<file path="config.mk">
export PLATFORM = sky130hd
export DESIGN_NAME = req_capture_server
export DESIGN_NICKNAME = d
export VERILOG_FILES = /design/src/rtl/req_capture_server.sv
export SDC_FILE = /design/constraint.sdc
export NUM_CORES = 1
export LEC_CHECK = 0
export ABC_AREA = 1
export CORE_AREA = 2 2 48 94
export DETAILED_ROUTE_END_ITERATION = 10
export DIE_AREA = 0 0 50 96
export PLACE_DENSITY = 0.78
export SYNTH_ARGS = -nofsm -noshare
export SYNTH_HDL_FRONTEND = slang
export SYNTH_SLANG_ARGS = --single-unit
</file>
<file path="constraint.sdc">
create_clock -name clk -period 1.6 [get_ports clk]
set_input_delay 0.24 -clock clk [delete_from_list [all_inputs] [get_ports clk]]
set_output_delay 0.24 -clock clk [all_outputs]
set_load 0.02 [all_outputs]
</file>
<file path="src/rtl/req_capture_server.sv">
// Edge-capturing request server: sticky pending flags served highest-index-first over valid/ready.
// Optional build macro REQ_CAPTURE_SYNC_EN inserts a 2-flop synchroniser on req_in.
module req_capture_server #(
   parameter int WIDTH = 16,
   localparam int IDX_W = $clog2(WIDTH)
) (
   input  logic             clk,
   input  logic             rst_n,
   input  logic [WIDTH-1:0] req_in,
   input  logic             clr_all,
   output logic             out_valid,
   input  logic             out_ready,
   output logic [IDX_W-1:0] out_idx,
   output logic [7:0]       out_code,
   output logic [WIDTH-1:0] pending,
   output logic             overflow,
   output logic             state_dbg
);

   typedef enum logic {IDLE = 1'b0, HOLD = 1'b1} state_t;

   state_t           state;
   logic [WIDTH-1:0] req_src;
   logic [WIDTH-1:0] req_prev;
   logic [WIDTH-1:0] rise;
   logic [WIDTH-1:0] acc_vec;
   logic [WIDTH-1:0] pending_nxt;
   logic [IDX_W-1:0] top_idx;
   logic             accept;
   logic             ovf_hit;
   logic             armed;

`ifdef REQ_CAPTURE_SYNC_EN
   localparam int ARM_D = 3;
   logic [WIDTH-1:0] sync1;
   logic [WIDTH-1:0] sync2;

   always_ff @(posedge clk or negedge rst_n) begin
      if (!rst_n) begin
         sync1 <= '0;
         sync2 <= '0;
      end else begin
         sync1 <= req_in;
         sync2 <= sync1;
      end
   end

   assign req_src = sync2;
`else
   localparam int ARM_D = 1;
   assign req_src = req_in;
`endif

   // Lines already high when reset releases must not look like fresh rises, so
   // edge detection is masked until req_prev has caught up with the input path.
   logic [ARM_D-1:0] arm_sr;
   assign armed = arm_sr[ARM_D-1];

   always_ff @(posedge clk or negedge rst_n) begin
      if (!rst_n) begin
         arm_sr   <= '0;
         req_prev <= '0;
      end else begin
         arm_sr   <= (arm_sr << 1) | ARM_D'(1);
         req_prev <= req_src;
      end
   end

   // Handshake: out_valid holds with out_idx/out_code frozen until out_ready is
   // sampled high (accept); only clr_all or reset may withdraw it earlier.
   always_comb begin
      rise    = armed ? (req_src & ~req_prev) : '0;
      accept  = (state == HOLD) && out_ready && !clr_all;
      acc_vec = '0;
      if (accept) acc_vec[out_idx] = 1'b1;
      pending_nxt = clr_all ? '0 : ((pending & ~acc_vec) | rise);
      ovf_hit     = |(rise & pending & ~acc_vec);
      top_idx     = '0;
      for (int i = 0; i < WIDTH; i++) begin
         if (pending[i]) top_idx = IDX_W'(i);
      end
   end

   always_ff @(posedge clk or negedge rst_n) begin
      if (!rst_n) begin
         pending  <= '0;
         overflow <= 1'b0;
         state    <= IDLE;
         out_idx  <= '0;
      end else begin
         pending  <= pending_nxt;
         overflow <= clr_all ? 1'b0 : (overflow | ovf_hit);
         case (state)
            IDLE: begin
               if ((pending != '0) && !clr_all) begin
                  out_idx <= top_idx;
                  state   <= HOLD;
               end
            end
            HOLD: begin
               if (clr_all || out_ready) state <= IDLE;
            end
            default: state <= IDLE;
         endcase
      end
   end

   assign out_valid = (state == HOLD);
   assign state_dbg = state;
   assign out_code  = out_valid ? {4'b0000, 4'(out_idx)} : 8'hF0;

endmodule

</file>
Word-level counts from Yosys, hierarchy flattened
Index checks and enable logic that the tools add are counted.

word-level totals
  bits in registers = 39
  bits of input ports = 20
  word-level logic and storage cells = 51

operators by class
  reductions and logical operators = 9
  $lt $le $gt $ge = 2
  multiplexer cells = 25
  bitwise gates (word level) = 9

operators by type and width
  cell                                                                number
  bitwise AND 16 bit                                                  4
  two-way mux 4 bit                                                   14
  two-way mux 16 bit                                                  3
  inverter 16 bit                                                     2
  OR 16 bit                                                           1
  nonzero test 16 bit                                                 1
  OR reduction 16 bit                                                 1
  two-way mux 8 bit                                                   1
  < comparator 4 x 5 -> 1 bit (second input constant)                 1
  two-way mux 1 bit                                                   5
  demux 1 bit (select 4 bit)                                          1
  greater-or-equal comparator 4 x 1 -> 1 bit (second input constant)  1
  logical AND 1 bit                                                   4
  case mux 1 bit (2 select lines)                                     1
  AND reduction 2 bit                                                 1
  logical NOT 1 bit                                                   1
  logical OR 1 bit                                                    1
  inverter 1 bit                                                      1
  OR 1 bit                                                            1

Logic depth before layout (Yosys ltp)
  depth in word-level cells = 15
  gate-level depth with buffers = 15
  gate-level depth less buffers = 15

Worst setup path before layout
Ideal clock, no wire load.

  path type = register to register
  from = reg state (netlist: out_valid)
  to = reg overflow
  path slack = 0.040 ns
  period minus slack after synthesis = 1.560 ns
  arrival time = 1.429 ns
  setup time = 0.132 ns
  stages on the path, launching flop included = 11
  cell sequence = dfrtp_1 buf_4 nand3_4 nor3_2 nand2_1 nand3_1 nand2_1 nor2_1 nand4_1 nor2_1 nor2_1

on the way
  cells in the longest elaborated chain, start to end = 8

RTL lines
  item                            RTL line  source
  from (decl)                     22        state_t state;
  from (signal assigned)          88        state <= IDLE;
  from (signal assigned)          97        state <= HOLD;
  from (signal assigned)          101       if (clr_all || out_ready) state <= IDLE;
  logical AND 1 bit (2 in a row)  73        accept = (state == HOLD) && out_ready && !clr_all;
  two-way mux 16 bit              75        if (accept) acc_vec[out_idx] = 1'b1;
  inverter 16 bit                 77        ovf_hit = |(rise & pending & ~acc_vec);
  bitwise AND 16 bit              77
  OR reduction 16 bit             77
  OR 1 bit                        92        overflow <= clr_all ? 1'b0 : (overflow | ovf_hit);
  two-way mux 1 bit               92
  to (signal assigned)            92
  to (decl)                       16        output logic overflow,

Every way passes these cells.
A chain may end at the register's enable or synchronous reset.

Worst setup path after layout
  from = reg state (netlist: out_valid)
  to = out out_valid

RTL lines
  item       RTL line  source
  to (decl)  11        output logic out_valid,

No word-level cell between the ends.

==> results.md <==
- Top area cells in the synthesized netlist: dfrtp_1 (53%), nand2_1 (13%), nor2_1 (8.9%)
- Nets: around 330
- Largest net degree at the start of global routing: 40
- CP max-delay cell: clkdlybuf4s50_1
- Worst flop-to-flop path startpoint: out_valid
- Most instantiated cells after synthesis: nand2_1 (63), nor2_1 (44), dfrtp_1 (39)
- Drt initial violations: 26
- Syn Nets: 254
- Grt ovf: 0
- Crit path DAT: 1340 ps
- Ant. Diodes: 0
- Adder-cell share of the synthesized area: 0%
- EDFF count, synth: 0
- Max Root-Sink Buffers: 2
- Crit path capture: out_valid
- Largest area contributor in the netlist: dfrtp_1
- Largest family of logic cells by synthesized area: simple AND/OR/NAND/NOR gates
- R2R setup slack: roughly 40 ps
- Die Span Y: 96 um
- CTS tree: done
- Root buffer cell: clkbuf_8
- Most frequent cell after synthesis: nand2_1
- Critical Path Start: out_valid
- TritonCTS Buffers: 5
- Crit Path Max Fanout: 6
- Router iterations before antenna repair: 4
- First-pass GRT wire length: just over 8000 um
- Flop and latch count out of synthesis: 39
- Synth Flop Type: dfrtp_1
- Mux share of post-synthesis cell area: 0%
- VDD IR max: between 800 and 900 uV
- Met3 Usage GRT: roughly 4.7%
- Cells after Synth: 234
- DRC: 0
- Reg2reg path depth: 9
- Die area: ~4800 um2
- Nature of the critical path endpoint: output pin
- Worst Hold Launch: out_ready
- Crit path largest cell delay: 620 ps
- Critical path cell sequence: clkdlybuf4s50_1
- Die Width: approximately 50 um
- WP buf/inv: 1
- RSZ-0062 raised after global routing: true
- Core area: 4090 um2
- Non-filler cells, final: around 360
- Final hold vios: 0
- CP Data Required Time: ~1400 ps
- Critical path class: reg -> out
- Starting Density: 45.3%
- Final setup viols: 0
- Mapped Area: between 1500 and 2000 um2
- Dpl ws: -341 ps
- Met2 Use GR: 39.9%
- Clock skew: 6.09 ps
- Synth Area in Simple Gates: 31.7%
- Vias: approximately 1,800
- Final period demand of the worst path: 1580 ps
- Sequential area share after synthesis: 52.7%
- Layer with the highest usage: met2
- Crit path launch type: flip-flop
- Setup ws final: 16.5 ps
- Placed insts: 349
- Max Cap Viol: 0
- Worst hold path type: in -> reg
- Period utilization: between 90% and 100%
- Max-slew violation count: 0
- Synth Area per Inst: 7.91 um2
- Fmax: 632 MHz
- Drt via density: 5.05
- Top-area cell type share of the netlist area: about 53%
- Worst r2r dst: overflow
- Port Buffers: 50
- Post-synthesis xor/xnor area fraction: 0%
- Leak pwr: 0.00147 uW
- Row count: 33
- Vias in the first global route: 1,818
- WL/cell: 13.4 um
- Yosys warns: 0
- Clock Pin Slew Worst Setup and Hold Paths: 70 ps
- Fill cell count: 333
- CTS sink cnt: 39
- Post-Route WL: 4880 um
- Area grow syn2layout: 46.9%
- Distinct cells, synth: 22
- Worst path depth: 1
- Initial antenna violation count: 0
- Gr usage total: 22.9%
- Worst-skew pair later-pin latency: around 300 ps
- Share of cells above drive strength 1: 21.5%
- Crit-path leading delay family: buffers and inverters
- Placer Congestion: 0.911
- Status: finished clean
- Dpl hpwl: 3590 um
- Antenna Nets Post-Route: 0
- Compound-Gate Fraction of Synth Area: 6.90%
- H-tree Lvls: 2
- I/O pins: 51
- Async SR Flop Fraction: 100%
- P per Cell Area: 1010 nW/um2
- Met1 usage: 23.8%
## how the worst min path moves through the flow
stage	to	slack (ps)	cells after the start
4_1_cts	out_valid	330	2
3_3_place_gp	req_prev[13]	220	2
3_5_place_dp	req_prev[13]	220	2
6_report	out_valid	350	2
5_1_grt	out_valid	360	2
2_1_floorplan	arm_sr	-60	0
## registers in the layout, summed over array words and instances, names as in the netlist
signal     count
arm_sr         1
out_idx        4
req_prev      16
out_valid      1
overflow       1
pending       16
## where the power goes
| group | switching, uW | internal [uW] | leakage, uW | total, uW |
|---|---|---|---|---|
| registers | 128 | 1080 | 0.000481 | 1210 |
| logic | 515 | 389 | 0.000943 | 903 |
| clock network | 339 | 304 | 0.0000412 | 643 |
| total | 982 | 1770 | 0.00147 | 2750 |
## layout make-up
class | instances | area (um2) | area share (%)
clock buffer | 6 | 72.6 | 2.67
clock inverter | 2 | 12.5 | 0.460
inverter | 27 | 104 | 3.82
multi-input combinational | 159 | 771 | 28.3
sequential | 39 | 982 | 36.1
tap | 52 | 65.1 | 2.39
timing repair buffer | 79 | 712 | 26.2
## routing by layer
metal	vias up	routed length [um]
met5	-	0
met4	0	235
met3	19	241
met2	76	2590
met1	849	1810
li1	894	-
## cell usage in the layout (no fill, tap or decap)
| master | netlist | layout |
|---|---|---|
| nand2_1 | 63 | 61 |
| nor2_1 | 44 | 38 |
| dfrtp_1 | 39 | 34 |
| buf_4 | 5 | 27 |
| inv_1 | 22 | 20 |
| clkdlybuf4s50_1 | 0 | 19 |
| a21oi_1 | 17 | 17 |
| dlygate4sd2_1 | 0 | 16 |
| nand3_1 | 14 | 13 |
| dlymetal6s2s_1 | 0 | 9 |
| inv_2 | 5 | 6 |
| nor2_2 | 0 | 6 |
| nand4_1 | 5 | 5 |
| dfrtp_2 | 0 | 5 |
| clkbuf_8 | 0 | 5 |
| nand3b_1 | 4 | 4 |
| clkbuf_2 | 0 | 4 |
| nor3_4 | 0 | 2 |
| nand2_2 | 0 | 2 |
| nand3_4 | 1 | 1 |
| inv_4 | 0 | 1 |
| o22ai_1 | 1 | 1 |
| nor3_2 | 3 | 1 |
| nand3_2 | 0 | 1 |
| nor4_4 | 0 | 1 |
| o31ai_1 | 1 | 1 |
| o32ai_1 | 1 | 1 |
| a31oi_1 | 1 | 1 |
| o21ai_1 | 1 | 1 |
| a32oi_1 | 1 | 1 |
| conb_1 | 1 | 1 |
| clkinv_2 | 0 | 1 |
| clkinvlp_4 | 0 | 1 |
| clkbuf_1 | 2 | 1 |
| dlygate4sd3_1 | 0 | 1 |
| buf_2 | 2 | 1 |
| buf_12 | 0 | 1 |
| buf_6 | 0 | 1 |
## cell families after synthesis
family,Yosys count
compound gates,23
other cells,1
simple gates,135
flops,39
buf+inv,36
## repair_timing
action                     4_1_cts  5_1_grt
setup endpoints to repair       23       15
setup buffers                    2        4
pin swaps                        2        8
gates resized for setup         31       30
hold buffers                     1        0
hold endpoints to repair        39        0
## per-stage QoR
stage,cell area (um2),setup TNS [ps],utilization (%),total power (uW),hold WS [ps]
3_3_place_gp,2530,-608,62.0,2080,218
3_5_place_dp,2530,-809,62.0,2090,224
2_1_floorplan,1850,0,-,1640,-55.6
4_1_cts,2660,0,65.0,2710,332
6_report,2720,0,66.5,2750,352
5_1_grt,2720,-59.8,66.5,2920,362
No activity file was read; power rests on OpenSTA's default activity.
==> edit 1: new RTL, same settings <==
Change the parameter `WIDTH` from 16 to 8.
--- a/src/rtl/req_capture_server.sv
+++ b/src/rtl/req_capture_server.sv
@@ -2,5 +2,5 @@
 // Optional build macro REQ_CAPTURE_SYNC_EN inserts a 2-flop synchroniser on req_in.
 module req_capture_server #(
-   parameter int WIDTH = 16,
+   parameter int WIDTH = 8,
    localparam int IDX_W = $clog2(WIDTH)
 ) (
Ports: changed (resized out_idx, pending and req_in); port bits go from 51 to 34. The function was not compared with the original's and may differ.
==> edit 1 against the unedited design <==
Synthesized cell count is 41% lower; power is 43% lower; critical path depth stayed put; sequential cell count is 17 lower; worst setup slack better by 0.034 ns; wire length is 49% lower; cell area is 45% lower; synthesized area is 42% lower; critical path type unchanged; largest cell class unchanged; largest power group unchanged.
==> edit 1: results (changes against the unedited design) <==
[power_and_ir_drop]
leakagePower_nw = 0.745  ; -49%
ir_drop_mv = 0.481  ; -42%

[final_layout]
fin_nets = 183  ; -45%
layout.cells.non_filler = 222  ; -39%
antenna_cells = 0  ; unchanged
num-fill-cells = 417  ; +25%
reg.largest.list = pending x8, req_prev x8, out_idx x3
drive_gt1_share_pct = 7.06  ; -14 points

[placement]
placed_area_sq_um = 1450  ; -43%
place_congestion = 0.816  ; -10%
dp_hpwl_um = 1970  ; -45%
io_buffers = 32  ; -36%
dp_worst_setup_slack_ns = 0.0486  ; +0.389 ns

[synth]
syn_nets = 149  ; -41%
yosysSeqAreaShare_pct = 51.1  ; -1.6 points
synth.distinct_cells = 18  ; -18%
synth_commonest_cells = 30 x nand2_1, 22 x dfrtp_1, 21 x inv_1
synthArstFlopShare_pct = 100  ; unchanged
ys.flop_type = dfrtp_1
yosys-top-cells-area = dfrtp_1 51%, nand2_1 10%, inv_1 7.3%
ys_warn_count = 0  ; unchanged
netlist_instances = 137  ; -41%

[routing]
dr.first_iter.drc_count = 25  ; -3.8%
wire_per_inst_um = 11.3  ; -16%
dr.pass1.iters = 7  ; +3
via_count = 979  ; -47%

[critical_path]
critPathMaxStageDelay_ns = 0.63
cp_slowest_cell = clkdlybuf4s50_1
crit_family = buffers and inverters
crit_fanout = 5  ; -1

[cts]
htree_levels = 1  ; -1
post_cts_buffers = 0  ; -2
numCtsBuffers = 3  ; -2
clk_latency_ns = 0.26  ; -0.04 ns
clk_transition_reported_paths_ns = 0.08
root_buffer = clkbuf_8
clk_path_buf_depth = 2  ; unchanged

[grt]
track_usage_pct = 11.8  ; -11 points
grt_max_degree = 23  ; -43%
grt_pass1_wl_um = 4270  ; -47%
grt_pass1_vias = 1000  ; -45%
antenna_found_initial = 0  ; unchanged

[worst_hold_path]
min_path_type = primary input to async pin

[status]
status = finished, final reports clean

[sta]
fin_skew_ns = 0.00179  ; -0.00430 ns

edit 1: cell types whose count changed after synthesis, sizes merged, moves of 2 or more:
| cell | change |
|---|---|
| inv | -6 |
| dfrtp | -17 |
| nand2 | -32 |
| nand3 | -3 |
| nor2 | -25 |
| a21oi | -7 |
| nand4 | -4 |
| clkbuf | -2 |
| o21ai | +3 |
edit 1: timing repair:
action                     in CTS  in global routing
setup endpoints to repair       9                  5
hold buffers                    0                  0
resized for setup               8                  5
pin swaps                       0                  0
edit 1: logic make-up (layout without fill, tap and decap cells):
family	after synthesis	after routing	share of synthesized area [%]
AND/OR/NAND/NOR	69	69	28.2
buffers and inverters	28	61	11.7
flip-flops	22	22	51.1
AO/OA/AOI/OAI	16	16	8.25
other	2	2	0.697
edit 1: area by class of cell:
cell class,instances,share of cell area [%]
Clock buffer,4,3.66
Inverter,21,5.24
Multi-Input combinational cell,87,26.6
Sequential cell,22,36.7
Tap cell,52,4.32
Timing Repair Buffer,36,23.5
edit 1: where the power goes:
part | total [mW] | switching, mW | internal (mW)
combinational | 0.498 | 0.285 | 0.212
clock | 0.396 | 0.177 | 0.219
sequential | 0.665 | 0.0538 | 0.611
edit 1: per-layer routing:
layer  track usage, %  vias up  wire, um
met4             7.87        0        59
li1                 -      484         -
met5                0        -         0
met3             2.02        6       120
met2             21.8       31      1390
met1             11.6      458       933
edit 1: path summary, 6_finish.rpt:
check / start / endpoint / slack (ns) / cells past startpoint
max in group asynchronous: rst_n / out_valid$_DFF_PN0_ / 1.04 / 2
setup / recovery: pending[7]$_DFF_PN0_ / pending[7] / 0.05 / 1
hold / removal: rst_n / req_prev[7]$_DFF_PN0_ / 0.31 / 2
min in group clk: req_in[6] / req_prev[6]$_DFF_PN0_ / 0.44 / 1
setup reg to reg: pending[3]$_DFF_PN0_ / out_idx[2]$_DFFE_PN0P_ / 0.29 / 5
hold reg to reg: req_prev[1]$_DFF_PN0_ / pending[1]$_DFF_PN0_ / 0.53 / 3
edit 1: stage by stage:
| step | utilization [%] | hold slack, ns |
|---|---|---|
| global placement | 35.4 | 0.516 |
| detailed placement | 35.4 | 0.528 |
| CTS | 36.5 | 0.326 |
| global route | 36.8 | 0.348 |
| finish | 36.8 | 0.314 |
| floorplan | - | -0.0556 |
==> edit 2: new RTL, same settings <==
Without the edit above. Take the reset off `pending` and load it in a clocked block of its own.
--- a/src/rtl/req_capture_server.sv
+++ b/src/rtl/req_capture_server.sv
@@ -84,10 +84,8 @@
    always_ff @(posedge clk or negedge rst_n) begin
       if (!rst_n) begin
-         pending  <= '0;
          overflow <= 1'b0;
          state    <= IDLE;
          out_idx  <= '0;
       end else begin
-         pending  <= pending_nxt;
          overflow <= clr_all ? 1'b0 : (overflow | ovf_hit);
          case (state)
@@ -106,4 +104,8 @@
    end
 
+   always_ff @(posedge clk) begin
+      pending <= pending_nxt;
+   end
+
    assign out_valid = (state == HOLD);
    assign state_dbg = state;
Behaviour: differs if rst_n is asserted again (counterexample within 4 cycles, from zero or initial values and one cycle with rst_n low); with rst_n held inactive, the same outputs for 10 cycles.
==> edit 2 against the unedited design <==
Cell area decreased by 5.6%; cell count decreased by 1.1%; critical path depth increased by 8; global-route usage decreased by 2.6 points; register-to-register slack got worse by 0.04 ns; worst setup slack got worse by 0.018 ns; synthesized area decreased by 2.4%; non-clock buffer count decreased by 12; power increased by 1.2%; the flow now finishes with violations (setup timing); critical endpoint is now overflow$_DFF_PN0_; sequential cell count unchanged; wire length decreased by 9.5%.
==> edit 2: results (changes against the unedited design) <==
[placement]
dp_hpwl_um = 3300  ; -8.3%
dp_worst_setup_slack_ns = -0.285  ; +0.0562 ns
place_congestion = 0.943  ; +3.5%
placed_area_sq_um = 2410  ; -4.8%
place_inst = 348  ; -0.29%

[synth]
synthArstFlopShare_pct = 59.0  ; -41 points
synth.distinct_cells = 24  ; +9.1%
syn_nets = 261  ; +2.8%
synth_commonest_cells = 61 x nand2_1, 41 x nor2_1, 36 x inv_1
netlist_instances = 241  ; +3.0%
synth_compound_area_share_pct = 8.66  ; +1.8 points
yosys-top-cells-area = dfrtp_1 32%, dfxtp_1 18%, nand2_1 13%
yosysSeqAreaShare_pct = 49.6  ; -3.2 points

[critical_path]
critPathMaxStageDelay_ns = 0.41  ; -0.21 ns
critical_path.endpoint_type = flop
crit_family = simple AND/OR/NAND/NOR gates
cp_data_arrival_time_ns = 1.79  ; +0.45 ns
worstReg2RegStart = out_idx[1]$_DFFE_PN0P_
crit_fanout = 5  ; -1

[cts]
post_cts_resized = 17  ; -45%
cts_hold_buf = 0  ; -1

[worst_hold_path]
min_path_type = primary input to async pin

[sta]
fin_skew_ns = 0.00676  ; +0.000675 ns
finalSetupViolCount = 1  ; +1
hold_ws_ns = 0.290  ; -0.0615 ns
fin_setup_tns_ns = -0.00191  ; -0.00191 ns
setup_ws_ns = -0.00191  ; -0.0184 ns

[final_layout]
drive_gt1_share_pct = 13.3  ; -8.2 points

[status]
violations = setup timing
status = finished, violations left

[routing]
via_count = 1719  ; -6.5%
wire_per_inst_um = 12.3  ; -8.5%
dr.first_iter.drc_count = 40  ; +54%
dr.pass1.iters = 5  ; +1

[power_and_ir_drop]
ir_drop_mv = 0.957  ; +15%

[grt]
grt_max_degree = 24  ; -40%
track_usage_pct = 20.3  ; -2.6 points
antenna_found_initial = 0  ; unchanged
grt_pass1_wl_um = 7270  ; -10%

==> edit 2: changes by cell type in the layout (fill, tap and decap cells not counted), sizes merged, moves of 3 or more <==
cell	before	now
buf	30	17
dfxtp	0	16
inv	27	37
clkdlybuf4s50	19	30
dlygate4sd2	16	8
dfrtp	39	23
nand4	5	2
o22ai	1	5
==> edit 2: cells by family (layout without fill, tap and decap cells) <==
| group | after synthesis | in the layout |
|---|---|---|
| AO/OA/AOI/OAI | 29 | 29 |
| buffers and inverters | 45 | 111 |
| flip-flops | 39 | 39 |
| other | 1 | 1 |
| AND/OR/NAND/NOR | 127 | 128 |
==> edit 2: report_power, final <==
part / internal (mW) / switching, mW
registers: 1.07 / 0.108
logic: 0.332 / 0.478
clock network: 0.455 / 0.340
==> edit 2: final cells by class <==
type / count / area (sq um)
Clock inverter: 2 / 37.5
Tap cell: 52 / 65.1
Inverter: 37 / 139
Sequential cell: 39 / 900
Clock buffer: 5 / 68.8
Timing Repair Buffer: 67 / 622
Multi-Input combinational cell: 158 / 736
Fill cell: 364 / 1520
==> edit 2: layer usage <==
layer,vias up,GRT usage [%],part of all wire [%]
li1,884,-,-
met1,770,19.5,35
met2,48,38.2,56
met3,17,3.42,3.6
met4,0,13.9,5.0
met5,-,0,0
==> edit 2: path summary, 6_finish.rpt <==
check | endpoint | cells past startpoint
max | overflow$_DFF_PN0_ | 9
min | req_prev[5]$_DFF_PN0_ | 2
max reg2reg | overflow$_DFF_PN0_ | 9
min reg2reg | pending[8]$_SDFF_PP0_ | 3
max in group asynchronous | out_idx[2]$_DFFE_PN0P_ | 2
min in group clk | out_valid$_DFF_PN0_ | 2
